===== src/rtl/uvmt_st_dut_pkg.sv =====
// Shared types and default sizes for the self-test DUT blocks.
package uvmt_st_dut_pkg;

  localparam int DEFAULT_DATA_WIDTH = 32;
  localparam int DEFAULT_DEPTH      = 16;

  typedef enum logic {
    STORE   = 1'b0,
    FORWARD = 1'b1
  } uvmt_st_dut_echo_state_t;

endpackage


===== src/rtl/uvmt_st_dut_fifo.sv =====
// Synchronous flop FIFO with push/pop, full/empty flags and an occupancy count.
module uvmt_st_dut_fifo
  import uvmt_st_dut_pkg::*;
#(
  parameter int WIDTH = DEFAULT_DATA_WIDTH + 1,
  parameter int DEPTH = DEFAULT_DEPTH
) (
  input  logic                     clk,
  input  logic                     reset_n,
  input  logic                     push,
  input  logic [WIDTH-1:0]         push_data,
  input  logic                     pop,
  output logic [WIDTH-1:0]         pop_data,
  output logic                     full,
  output logic                     empty,
  output logic [$clog2(DEPTH):0]   count
);

  localparam int AW = $clog2(DEPTH);
  localparam int CW = AW + 1;
  localparam logic [CW-1:0] FULL_COUNT = CW'(DEPTH);

  logic [WIDTH-1:0] mem [DEPTH];
  logic [AW-1:0]    wr_ptr;
  logic [AW-1:0]    rd_ptr;
  logic             do_push;
  logic             do_pop;

  assign full     = (count == FULL_COUNT);
  assign empty    = (count == '0);
  assign do_push  = push && !full;
  assign do_pop   = pop && !empty;
  assign pop_data = mem[rd_ptr];

  // Memory is reset so the read port presents zero until the first write.
  always_ff @(posedge clk or negedge reset_n) begin
    if (!reset_n) begin
      wr_ptr <= '0;
      rd_ptr <= '0;
      count  <= '0;
      for (int i = 0; i < DEPTH; i++) begin
        mem[i] <= '0;
      end
    end else begin
      if (do_push) begin
        mem[wr_ptr] <= push_data;
        wr_ptr      <= wr_ptr + 1'b1;
      end
      if (do_pop) begin
        rd_ptr <= rd_ptr + 1'b1;
      end
      count <= count + CW'(do_push) - CW'(do_pop);
    end
  end

endmodule


===== src/rtl/uvmt_st_dut_echo.sv =====
// Store-and-forward echo responder: buffers whole rx frames and replays them on tx.
module uvmt_st_dut_echo
  import uvmt_st_dut_pkg::*;
#(
  parameter int DATA_WIDTH = DEFAULT_DATA_WIDTH,
  parameter int DEPTH      = DEFAULT_DEPTH
) (
  input  logic                   clk,
  input  logic                   reset_n,
  input  logic                   rx_valid,
  output logic                   rx_ready,
  input  logic [DATA_WIDTH-1:0]  rx_data,
  input  logic                   rx_last,
  output logic                   tx_valid,
  input  logic                   tx_ready,
  output logic [DATA_WIDTH-1:0]  tx_data,
  output logic                   tx_last,
  output logic [$clog2(DEPTH):0] frames_stored,
  output logic                   err_oversize
);

  localparam int CW = $clog2(DEPTH) + 1;
  localparam logic [CW-1:0] FULL_COUNT = CW'(DEPTH);

  uvmt_st_dut_echo_state_t state;

  logic [CW-1:0]     fifo_count;
  logic [CW-1:0]     count_next;
  logic [CW-1:0]     frames_next;
  logic              fifo_full;
  logic              fifo_empty;
  logic              push;
  logic              pop;
  logic [DATA_WIDTH:0] pop_word;

  assign rx_ready    = !fifo_full;
  assign tx_valid    = (state == FORWARD) ? !fifo_empty : (frames_stored != '0);
  assign push        = rx_valid && rx_ready;
  assign pop         = tx_valid && tx_ready;
  assign tx_last     = pop_word[DATA_WIDTH];
  assign tx_data     = pop_word[DATA_WIDTH-1:0];
  assign count_next  = fifo_count + CW'(push) - CW'(pop);
  assign frames_next = frames_stored + CW'(push && rx_last) - CW'(pop && tx_last);

  uvmt_st_dut_fifo #(
    .WIDTH (DATA_WIDTH + 1),
    .DEPTH (DEPTH)
  ) u_fifo (
    .clk       (clk),
    .reset_n   (reset_n),
    .push      (push),
    .push_data ({rx_last, rx_data}),
    .pop       (pop),
    .pop_data  (pop_word),
    .full      (fifo_full),
    .empty     (fifo_empty),
    .count     (fifo_count)
  );

  // A FIFO that fills with no complete frame would deadlock, so it is drained cut-through.
  always_ff @(posedge clk or negedge reset_n) begin
    if (!reset_n) begin
      state         <= STORE;
      frames_stored <= '0;
      err_oversize  <= 1'b0;
    end else begin
      frames_stored <= frames_next;
      err_oversize  <= 1'b0;
      case (state)
        STORE: begin
          if (frames_next != '0) begin
            state <= FORWARD;
          end else if (count_next == FULL_COUNT) begin
            state        <= FORWARD;
            err_oversize <= 1'b1;
          end
        end
        FORWARD: begin
          if (pop && tx_last && (frames_next == '0)) begin
            state <= STORE;
          end
        end
        default: state <= STORE;
      endcase
    end
  end

endmodule

===== config.mk =====
export PLATFORM = sky130hd
export DESIGN_NAME = uvmt_st_dut_echo
export DESIGN_NICKNAME = d
export VERILOG_FILES = /design/src/rtl/uvmt_st_dut_pkg.sv /design/src/rtl/uvmt_st_dut_fifo.sv /design/src/rtl/uvmt_st_dut_echo.sv
export SDC_FILE = /design/constraint.sdc
export NUM_CORES = 1
export LEC_CHECK = 0
export CAP_MARGIN = 30
export CORE_UTILIZATION = 60
export CTS_CLUSTER_SIZE = 14
export DETAILED_ROUTE_END_ITERATION = 16
export PLACE_DENSITY = 0.82
export SLEW_MARGIN = 25
export SYNTH_ARGS = -nofsm -noshare
export SYNTH_HDL_FRONTEND = slang
export SYNTH_HIERARCHICAL = 1
export SYNTH_SLANG_ARGS = --single-unit

===== constraint.sdc =====
create_clock -name clk -period 4.2 [get_ports clk]
set_clock_uncertainty 0.1 [all_clocks]
set_input_delay 0.63 -clock clk [delete_from_list [all_inputs] [get_ports clk]]
set_output_delay 0.63 -clock clk [all_outputs]
set_load 0.05 [all_outputs]

Yosys cells after proc, flatten, opt, wreduce, memory -nomap -nowiden
Index checks and enable logic that the tools add are counted.

storage, ports and cells
  register bits after elaboration = 548
  input bits = 37
  output and inout port bits = 41
  word-level logic and storage cells = 65

operators by class
  $add $sub $neg = 8
  order comparisons = 3
  equality and inequality tests = 2
  multiplexer cells = 13
  bitwise operators = 3
  reduce and logical (&&, ||, !) cells = 14

operator list
  cell                   count
  $bwmux W528            1
  $bmux W33 S4           1
  $demux W33 S4          1
  $mux W33               3
  $add A5 B1 Y5          3
  $sub A5 B1 Y5          3
  $eq A5 B5 Y1 const B   2
  $ge A5 B5 Y1 const B   2
  $logic_not A5 Y1       2
  $not A4 Y5             2
  $reduce_bool A5 Y1     2
  $add A4 B1 Y4 const B  2
  $logic_and A1 B1 Y1    8
  $mux W1                6
  $lt A5 B1 Y1 const B   1
  $logic_not A1 Y1       2
  $pmux W1 S2            1
  $not A1 Y1             1

Depth between registers and ports, before layout
Gate-level depths: netlist of the first run.

  depth in word-level cells = 10
  mapped depth = 18
  gate-level depth less buffers = 15

Modules after synthesis
Netlist of the first run, hierarchy kept.

by module, submodules not included
  module            instances  cells an instance  area an instance (um^2)  seq. area each (um^2)
  uvmt_st_dut_fifo  1          1,648              25,074.0                 13,538.0
  uvmt_st_dut_echo  1          66                 631.9                    175.2

Least setup slack after synthesis of the first run
Ideal clock, no wire load.

  path kind = reg-to-reg
  start = register u_fifo.rd_ptr[0]
  end = register state
  library setup time = 0.130 ns
  arrival time = 3.749 ns
  required time = 3.970 ns
  slack = 0.220 ns
  cell stages (with the launch flop) = 17
  path buffers = 2
  clock period less this slack = 3.980 ns
  cells stage by stage = dfrtp_1 buf_2 buf_2 mux4_2 a22oi_1 nand2_1 and3_1 ha_1 inv_1 ha_1 inv_1 fa_1 nand2b_1 a21oi_2 xnor2_1 nor4_2 nand3_1

on the way
  longest elaborated chain between the ends = 10
  elaborated cells on any way between the ends = 12
  classes of those cells = add/sub: 1; mux: 6; bitwise: 1; reduce/logical: 4

RTL lines
  item                                           line                    text
  from (decl)                                    uvmt_st_dut_fifo.sv:25  logic [AW-1:0] rd_ptr;
  from (signal assigned)                         uvmt_st_dut_fifo.sv:50  rd_ptr <= rd_ptr + 1'b1;
  $not A4 Y5 (implied by the code) *             uvmt_st_dut_fifo.sv:33  assign pop_data = mem[rd_ptr];
  $bmux W33 S4 *                                 uvmt_st_dut_fifo.sv:33
  $mux W33 (implied by the code) * (2 in a row)  uvmt_st_dut_fifo.sv:33
  named net tx_last                              uvmt_st_dut_echo.sv:17  output logic tx_last,
  $logic_and A1 B1 Y1 *                          uvmt_st_dut_echo.sv:43  assign frames_next = frames_stored + CW'(push && rx_last) - CW'(pop && tx_last);
  $sub A5 B1 Y5 *                                uvmt_st_dut_echo.sv:43
  named net frames_next[4]                       uvmt_st_dut_echo.sv:29  logic [CW-1:0] frames_next;
  $logic_not A5 Y1                               uvmt_st_dut_echo.sv:79  if (pop && tx_last && (frames_next == '0)) begin
  $logic_and A1 B1 Y1                            uvmt_st_dut_echo.sv:79
  $mux W1                                        uvmt_st_dut_echo.sv:79
  $pmux W1 S2 *                                  uvmt_st_dut_echo.sv:69  case (state)
  to (signal assigned)                           uvmt_st_dut_echo.sv:72  state <= FORWARD;
  to (signal assigned)                           uvmt_st_dut_echo.sv:80  state <= STORE;
  to (signal assigned)                           uvmt_st_dut_echo.sv:83  default: state <= STORE;
  to (decl)                                      uvmt_st_dut_echo.sv:25  uvmt_st_dut_echo_state_t state;

The timed path passes the listed nets; every way through them passes the cells marked *. The select of a mux whose other input is x is not followed.
A chain may end at the register's enable or synchronous reset.

Final worst setup path of the first run
  start = register u_fifo.rd_ptr[0]
  end = output port tx_data[8]

on the way
  longest elaborated chain between the ends = 4

RTL lines
  item                                         line                    text
  $not A4 Y5 (implied by the code)             uvmt_st_dut_fifo.sv:33
  $bmux W33 S4                                 uvmt_st_dut_fifo.sv:33
  $mux W33 (implied by the code) (2 in a row)  uvmt_st_dut_fifo.sv:33
  to (decl)                                    uvmt_st_dut_echo.sv:16  output logic [DATA_WIDTH-1:0] tx_data,

Every way passes these cells. The select of a mux whose other input is x is not followed.

==> results of run 1 <==
-- metrics by stage --
stage,util,instances
6_report,0.6826,2321
5_1_grt,0.6826,2321
4_1_cts,0.6825,2321
3_5_place_dp,0.6401,2220
3_3_place_gp,0.6401,2220
2_1_floorplan,-,1714
-- critical path, cell delays in order (launching register included) --
cell and delay (ps):
sky130_fd_sc_hd__dfrtp_4 540, sky130_fd_sc_hd__buf_12 640, sky130_fd_sc_hd__mux2i_1 220, sky130_fd_sc_hd__a221oi_1 560
sky130_fd_sc_hd__a22oi_1 200, sky130_fd_sc_hd__nand2_1 210, sky130_fd_sc_hd__buf_12 160
-- layout by cell type (no fill, tap or decap), types with 3 or more instances in the layout --
master                            Yosys  routed
sky130_fd_sc_hd__o21ai_0             35      35
sky130_fd_sc_hd__mux2_2             441     441
sky130_fd_sc_hd__inv_1               26      26
sky130_fd_sc_hd__mux2i_1            132     132
sky130_fd_sc_hd__mux2_4              60      60
sky130_fd_sc_hd__nand3_4             12      12
sky130_fd_sc_hd__ha_1                22      22
sky130_fd_sc_hd__mux4_2              66      66
sky130_fd_sc_hd__xor2_1               6       6
sky130_fd_sc_hd__clkbuf_16            0      55
sky130_fd_sc_hd__a221oi_1            66      66
sky130_fd_sc_hd__clkbuf_8             0      14
sky130_fd_sc_hd__buf_4               13      40
sky130_fd_sc_hd__inv_6                0       3
sky130_fd_sc_hd__xnor2_1             11      11
sky130_fd_sc_hd__a22oi_1             34      34
sky130_fd_sc_hd__dfrtp_1            548     545
sky130_fd_sc_hd__nand4_4              2       3
sky130_fd_sc_hd__buf_12               1      27
sky130_fd_sc_hd__clkbuf_1            56      15
sky130_fd_sc_hd__mux2_1              28      28
sky130_fd_sc_hd__clkinv_2             0       9
sky130_fd_sc_hd__a21oi_1              5       5
sky130_fd_sc_hd__nor2b_1              8       6
sky130_fd_sc_hd__a21o_1               4       4
sky130_fd_sc_hd__fa_1                 3       3
sky130_fd_sc_hd__nand2_1             38      38
sky130_fd_sc_hd__clkdlybuf4s50_1      0      43
sky130_fd_sc_hd__nand3_1              3       3
-- layout make-up --
type,instances,share of cell area
clock buffer,84,0.05652
clock inverter,16,0.005090
inverter,26,0.003394
multi-input combinational,994,0.3886
sequential,548,0.4771
tap,539,0.02345
timing repair buffer,114,0.04586
-- per-layer routing --
layer | track usage | up-vias | routed length (um)
met5 | 0 | - | 0
met4 | 0.08367 | 0 | 1336
met3 | 0.03862 | 103 | 2938
met2 | 0.4424 | 413 | 27860
met1 | 0.3896 | 7963 | 24990
li1 | - | 6398 | -
-- power by group through the flow --
stage | Combinational, W | Sequential [W] | Clock (W)
after floorplan | 0.00895 | 0.00885 | 0
after global routing | 0.0130 | 0.00960 | 0.00510
final | 0.0122 | 0.00931 | 0.00481
after global placement | 0.0119 | 0.00916 | 0
after detailed placement | 0.0122 | 0.00933 | 0
after CTS | 0.0123 | 0.00928 | 0.00489
-- sequential cells by signal (all words and copies together) (netlist names) --
signal,cells
frames_stored,5
u_fifo/mem,528
u_fifo/wr_ptr,4
state,1
err_oversize,1
u_fifo/count,5
u_fifo/rd_ptr,4
-- cells by family after synthesis --
family,share of synthesized area
AND/OR/NAND/NOR,0.02254
adder cells (fa/ha/maj),0.01304
flip-flops,0.5335
multiplexers,0.3497
AO/OA/AOI/OAI,0.04201
XOR/XNOR,0.006425
buffers and inverters,0.03281
-- synthesized netlist by cell type (2+ instances only) --
cell type,instances,share of area
sky130_fd_sc_hd__and2_1,2,0.00049
sky130_fd_sc_hd__mux2i_1,132,0.051
sky130_fd_sc_hd__nand3_1,3,0.00058
sky130_fd_sc_hd__a21o_1,4,0.0012
sky130_fd_sc_hd__nand2_1,38,0.0055
sky130_fd_sc_hd__buf_4,13,0.0038
sky130_fd_sc_hd__buf_6,7,0.0031
sky130_fd_sc_hd__xnor2_1,11,0.0037
sky130_fd_sc_hd__nor2b_1,8,0.0019
sky130_fd_sc_hd__buf_1,5,0.00073
sky130_fd_sc_hd__clkbuf_1,56,0.0082
sky130_fd_sc_hd__mux4_2,66,0.058
sky130_fd_sc_hd__inv_1,26,0.0038
sky130_fd_sc_hd__xor2_1,6,0.0020
sky130_fd_sc_hd__dfrtp_1,548,0.53
sky130_fd_sc_hd__a22oi_1,34,0.0099
sky130_fd_sc_hd__nor4_1,2,0.00049
sky130_fd_sc_hd__fa_1,3,0.0023
sky130_fd_sc_hd__ha_1,22,0.011
sky130_fd_sc_hd__a221oi_1,66,0.022
sky130_fd_sc_hd__buf_2,64,0.012
sky130_fd_sc_hd__mux2_4,60,0.035
sky130_fd_sc_hd__o21ai_0,35,0.0068
sky130_fd_sc_hd__mux2_1,28,0.012
sky130_fd_sc_hd__mux2_2,441,0.19
sky130_fd_sc_hd__nand4_2,2,0.00097
sky130_fd_sc_hd__nand2b_1,2,0.00049
sky130_fd_sc_hd__nand4_4,2,0.0017
sky130_fd_sc_hd__a21oi_1,5,0.00097
sky130_fd_sc_hd__nand3_4,12,0.0082
-- what timing repair did --
action / CTS / global route
endpoints found under the setup margin: 8 / 8
gates resized for setup: 1 / 1
endpoints found under the hold margin: 79 / 0
hold buffers: 1 / 0
-- final timing paths --
path                                              start                     endpoint  slack (ps)  cells after the start
hold reg to reg             u_fifo/mem[278]$_DFFE_PN0P_  u_fifo/mem[278]$_DFFE_PN0P_         390                      1
setup / recovery           u_fifo/rd_ptr[0]$_DFFE_PN0P_                   tx_data[8]         170                      6
setup reg to reg           u_fifo/rd_ptr[0]$_DFFE_PN0P_              state$_DFF_PN0_         520                     14
min in group asynchronous                       reset_n  u_fifo/mem[363]$_DFFE_PN0P_         510                      2
max in group asynchronous                       reset_n   u_fifo/mem[87]$_DFFE_PN0P_        2340                      4
hold / removal              u_fifo/mem[278]$_DFFE_PN0P_  u_fifo/mem[278]$_DFFE_PN0P_         390                      1
==> qor_table.md, run 1 <==
| Item | This run | Unit |
| --- | --- | --- |
| Result of the run | complete, no violations | - |
| Area taken by flip-flops and latches | 0.01372 | mm^2 |
| Count of endpoints failing hold in the final timing report | 0 | - |
| DRT antenna net count | 0 | - |
| Number of inserted filler cells in the final layout | 2755 | - |
| Overall Power | 0.02633 | W |
| Final period util | 0.9607 | - |
| Least setup slack across all paths after layout | 165.2 | ps |
| Worst-case hold slack | 387.0 | ps |
| Multi-input gate area | 0.01117 | mm^2 |
| Async set-reset flop share out of synthesis | 1.000 | - |
| Count of cell types in the netlist | 41 | - |
| Crit path DAT | 3300 | ps |
| Routed vias | 14880 | - |
| Boundary pin count | 78 | - |
| Number of warning messages in the yosys log | 6 | - |
| TritonCTS clock tree | done | - |
| Post-place setup slack | 496.5 | ps |
| Synth Flop Type | sky130_fd_sc_hd__dfrtp_1 | - |
| Mapped cell area | 0.02571 | mm^2 |
| Area of all placed cells without fillers | 0.02876 | mm^2 |
| Worst setup path class | reg -> out | - |
| Count of input and output buffers | 77 | - |
| Leakage component of the power | 13.18 | nW |
| Critical Path Sink Type | output pin | - |
| Clock edge transition at the registers on the reported setup and hold paths | 60 | ps |
| Buffer count from post-CTS setup fixing | 0 | - |
| Slew @ Worst Pin | 993.1 | ps |
| Max Freq | 247.8 | MHz |
| Placeable Area | 0.04213 | mm^2 |
| Number of synthesized register bits | 548 | - |
| Number of global-route vias before repair | 16230 | - |
| Type of the worst min-delay path | reg -> reg | - |
| Longest Clk Path Bufs | 3 | - |
| Gate count after technology mapping | 1714 | - |
| Initial DRC Count | 978 | - |
| Final Wtd Congestion | 0.7697 | - |
| H-tree Lvls | 2 | - |
| Combinational cell fraction of total power | 0.464 | - |
| Total CTS buffers | 55 | - |
| Site Rows | 75 | - |
| Reported max-cap violation count | 0 | - |
| Ant diodes | 0 | - |
| First-pass GRT wire length | 92.85 | mm |
| Routed wire length per instance | 24.61 | um |
| Max-slew headroom | 0.3379 | - |
| Unrepaired setup endpoints after global routing | false | - |
| Number of antenna violations at the first check in global routing | 0 | - |
| First-pass iteration count of the detailed router | 5 | - |
| Sequential Power Share | 0.354 | - |
| Total routed wirelength | 57.13 | mm |
| Die Footprint | 0.04367 | mm^2 |
| Data required time at the worst endpoint | 3470 | ps |
| Pwr Density | 915.5 | mW/mm^2 |
| Starting density of the core | 0.6101 | - |
| Number of synthesized flops with an enable pin | 0 | - |
| Internal power summed over all cells | 0.01659 | W |
| Switching power total | 0.009737 | W |
| Largest net degree at the start of global routing | 118 | - |
| Switching part of the total power | 0.3698 | - |
| Sequential area share after synthesis | 0.5335 | - |
| Die height | 209.0 | um |
| Worst-Skew Late Latency | 610 | ps |
| Total count of max-transition violations in the final report | 0 | - |
| CTS sink count | 548 | - |
| Number of remaining DRC errors | 0 | - |
| Count of final setup violators | 0 | - |
| Area growth from synthesis to final layout | 11.88 | % |
| Startpoint types | flip-flop | - |
| Horizontal die dimension | 209.0 | um |
| Leftover overflow at the end of global routing | 0 | - |
| Post-placement cell area | 0.02697 | mm^2 |
| Clock share of power | 0.183 | - |
| Detailed-placement wirelength estimate | 32.54 | mm |
| Synthesized net count | 1776 | - |
| Share of final-layout standard cells stronger than drive strength 1 | 0.4198 | - |
| Final net count | 1801 | - |
| Average via count per standard cell | 6.410 | - |
| Largest fanout of any net on the critical path | 117 | - |
| Summed negative setup slack over all endpoints | 0 | ps |
| Post-Syn Area per Cell | 15.00 | um^2 |
| Fin crit period | 4035 | ps |
| GRT Resource Usage Total | 0.2742 | - |
| Peak supply drop | 1.068 | mV |
| Clock Tree Root | sky130_fd_sc_hd__clkbuf_16 | - |
Note: power is estimated with default switching activity, not from simulation.
==> run 2: changes to the inputs <==
--- a/config.mk
+++ b/config.mk
@@ -9,7 +9,8 @@
 export CORE_UTILIZATION = 60
 export CTS_CLUSTER_SIZE = 14
 export DETAILED_ROUTE_END_ITERATION = 16
-export PLACE_DENSITY = 0.82
+export DONT_BUFFER_PORTS = 1
+export PLACE_DENSITY = 0.8
 export SLEW_MARGIN = 25
 export SYNTH_ARGS = -nofsm -noshare
 export SYNTH_HDL_FRONTEND = slang
==> constraint.sdc (replaced) <==
create_clock -name clk -period 5.2 [get_ports clk]
set_clock_uncertainty 0.1 [all_clocks]
set_input_delay 0.78 -clock clk [delete_from_list [all_inputs] [get_ports clk]]
set_output_delay 0.78 -clock clk [all_outputs]
set_load 0.05 [all_outputs]
==> run 2 against run 1 <==
Effect of this change:
- the run now ends with hold timing, slew limit left
- via count decreased by 2.3%
- combinational power decreased by 31%
- final cell count decreased by 3.9%
- sequential cell count unchanged
- setup slack improved by 350 ps
- sequential share of layout area increased by 1.9 points
- first-iteration DRC count decreased by 11%
- global-route usage decreased by 0.40 points
- clock power decreased by 19%
- utilization decreased by 2.7 points
- routed wire length increased by 0.60%
- design area decreased by 3.9%
- critical endpoint is now tx_data[28]
- largest power group unchanged
==> qor_table.md, run 2 (synthesis gave the netlist of run 1 again) <==
| Item | This run | Unit | Delta |
| --- | --- | --- | --- |
| Result of the run | finished, violations left | - |  |
| Failing checks | hold timing, slew limit | - |  |
| Unrepaired setup endpoints after global routing | false | - |  |
| TritonCTS clock tree | done | - |  |
| Average via count per standard cell | 6.514 | - | +1.6% |
| Data required time at the worst endpoint | 4320 | ps | +850 ps |
| Clock edge transition at the registers on the reported setup and hold paths | 60 | ps | about the same |
| Worst Reg2Reg Path Length in Cells | 16 | - | +2 |
| Met3 usage | 0.04794 | - | +0.009318 |
| Pwr Density | 722.3 | mW/mm^2 | -21% |
| Worst R2R Setup Slack | 900 | ps | +380 ps |
| Crit path max-delay family | buffers and inverters | - |  |
| Number of remaining DRC errors | 0 | - | unchanged |
| Startpoint types | flip-flop | - |  |
| Crit path DAT | 3800 | ps | +500 ps |
| GRT Resource Usage Total | 0.2702 | - | -0.003976 |
| Peak supply drop | 0.4705 | mV | -56% |
| Slew @ Worst Pin | 2465 | ps | +1472 ps |
| Count of input and output buffers | 0 | - | -100% |
| Buffer count from post-CTS setup fixing | 0 | - | unchanged |
| Reported max-cap violation count | 0 | - | unchanged |
| Startpoint of the most critical register-to-register path | u_fifo/rd_ptr[1]$_DFFE_PN0P_ | - |  |
| Leakage component of the power | 12.68 | nW | -3.8% |
| Die height | 209.0 | um | unchanged |
| Starting density of the core | 0.6101 | - | unchanged |
| Number of flip-flops under the largest register name | 528 | - | unchanged |
| Total CTS buffers | 55 | - | unchanged |
| CP max stage cell | sky130_fd_sc_hd__dfrtp_4 | - |  |
| Number of global-route vias before repair | 15490 | - | -4.5% |
| Least setup slack across all paths after layout | 519.7 | ps | +354.6 ps |
| Worst setup path class | reg -> out | - |  |
| Commonest non-fill, non-tap cells in the layout | sky130_fd_sc_hd__dfrtp_1, sky130_fd_sc_hd__mux2_2, sky130_fd_sc_hd__mux2i_1 | - |  |
| Top flop regs | u_fifo/mem: 528 flops, frames_stored: 5 flops, u_fifo/count: 5 flops | - |  |
| Summed negative setup slack over all endpoints | 0 | ps | unchanged |
| Type of the worst min-delay path | in -> async | - |  |
| Most common cell after layout, fill and taps aside | sky130_fd_sc_hd__dfrtp_1 | - |  |
| Count of final setup violators | 0 | - | unchanged |
| Worst-case hold slack | -163.9 | ps | -550.8 ps |
| Worst-Skew Late Latency | 600 | ps | about the same |
| Chain of cells forming the critical path | buf_4 -> buf_4 -> mux2i_1 -> a221oi_1 -> a22oi_1 -> nand2_1 | - |  |
| GR Util met1 | 0.3644 | - | -0.02517 |
| Max Freq | 213.7 | MHz |  |
| DRT antenna net count | 0 | - | unchanged |
| Post-CTS sizing | 0 | - | -1 |
| Share of final-layout standard cells stronger than drive strength 1 | 0.4167 | - | -0.003086 |
| Ant diodes | 0 | - | unchanged |
| Number of antenna violations at the first check in global routing | 0 | - | unchanged |
| First-pass iteration count of the detailed router | 4 | - | -1 |
| Routed wire length per instance | 25.76 | um | +4.7% |
| Final net count | 1714 | - | -4.8% |
| Leftover overflow at the end of global routing | 0 | - | unchanged |
| Max-slew headroom | -0.6435 | - | -0.9814 |
| Post-place setup slack | 938.0 | ps | +441.5 ps |
| Clock Tree Root | sky130_fd_sc_hd__clkbuf_16 | - |  |
| Final period util | 0.9001 | - |  |
| Area growth from synthesis to final layout | 7.501 | % |  |
| Final Wtd Congestion | 0.7958 | - | +3.4% |
| Longest Clk Path Bufs | 3 | - | unchanged |
| Count of buffering cells on the critical path with inverters included | 2 | - | unchanged |
| Site Rows | 75 | - | unchanged |
| CTS sink count | 548 | - | unchanged |
| Overall Power | 0.01996 | W | -24% |
| Largest net degree at the start of global routing | 549 | - | +370% |
| Placeable Area | 0.04213 | mm^2 | unchanged |
| Gr busiest metal | met2 | - |  |
| Routed vias | 14530 | - | -2.3% |
| Fin crit period | 4680 | ps |  |
| Largest fanout of any net on the critical path | 36 | - | -69% |
| Area of all placed cells without fillers | 0.02763 | mm^2 | -3.9% |
| Critical Path Sink Type | output pin | - |  |
| Count of endpoints failing hold in the final timing report | 71 | - | +71 |
| Highest cell delay on the worst timing path | 720 | ps | +80 ps |
| Horizontal die dimension | 209.0 | um | unchanged |
| Boundary pin count | 78 | - | unchanged |
| Detailed-placement wirelength estimate | 30.91 | mm | -5.0% |
| Initial DRC Count | 866 | - | -11% |
| Post-placement cell area | 0.02586 | mm^2 | -4.1% |
| First-pass GRT wire length | 90.22 | mm | -2.8% |
| Reg-to-reg endpoint | err_oversize$_DFF_PN0_ | - |  |
| Most used cell along the critical path | sky130_fd_sc_hd__buf_4 | - |  |
| Largest Register | u_fifo/mem | - |  |
| H-tree Lvls | 2 | - | unchanged |
| Global routing met2 resource utilization | 0.4497 | - | +0.007241 |
| Total count of max-transition violations in the final report | 429 | - | +429 |
| Total routed wirelength | 57.47 | mm | +0.60% |
| Die Footprint | 0.04367 | mm^2 | unchanged |
-- run 2: final cells by class --
cell class | count | area [um^2]
clock buffers | 83 | 1642
clock inverters | 14 | 130.1
fillers | 2898 | 14500
inverters | 26 | 97.59
multi-input cells | 994 | 11170
flip-flops and latches | 548 | 13720
well taps | 539 | 674.4
repair buffers | 27 | 202.7
-- run 2: report_power, final --
group / internal, W / switching [W] / total, W
clock network: 0.00226 / 0.00162 / 0.00388
logic: 0.00388 / 0.00454 / 0.00842
registers: 0.00634 / 0.00131 / 0.00765
total: 0.0125 / 0.00747 / 0.0200
-- run 2: per-stage QoR --
stage	instances	hold WS [ps]	utilization
after CTS	2231	-211.1	0.6559
after global placement	2134	370.6	0.6138
after global routing	2231	-198.8	0.6559
final	2231	-163.9	0.6559
after floorplan	1714	358.9	-
after detailed placement	2134	380.9	0.6138
-- run 2: worst max-delay path by stage --
stage / from / endpoint / slack [ps] / depth (start not counted)
floorplan: u_fifo/rd_ptr[0]$_DFFE_PN0P_ / state$_DFF_PN0_ / 1220 / 16
global placement: u_fifo/rd_ptr[1]$_DFFE_PN0P_ / state$_DFF_PN0_ / 1040 / 16
detailed placement: u_fifo/rd_ptr[1]$_DFFE_PN0P_ / err_oversize$_DFF_PN0_ / 940 / 16
CTS: u_fifo/rd_ptr[0]$_DFFE_PN0P_ / tx_data[30] / 470 / 6
global route: u_fifo/rd_ptr[0]$_DFFE_PN0P_ / tx_data[28] / 320 / 6
finish: u_fifo/rd_ptr[0]$_DFFE_PN0P_ / tx_data[28] / 520 / 6
-- run 2: routing by layer --
layer	part of all wire	vias to the layer above	routed length [um]
met5	0	-	0
met4	0.025	0	1462
met3	0.051	105	2959
met2	0.50	333	28520
met1	0.43	7867	24530
li1	-	6227	-
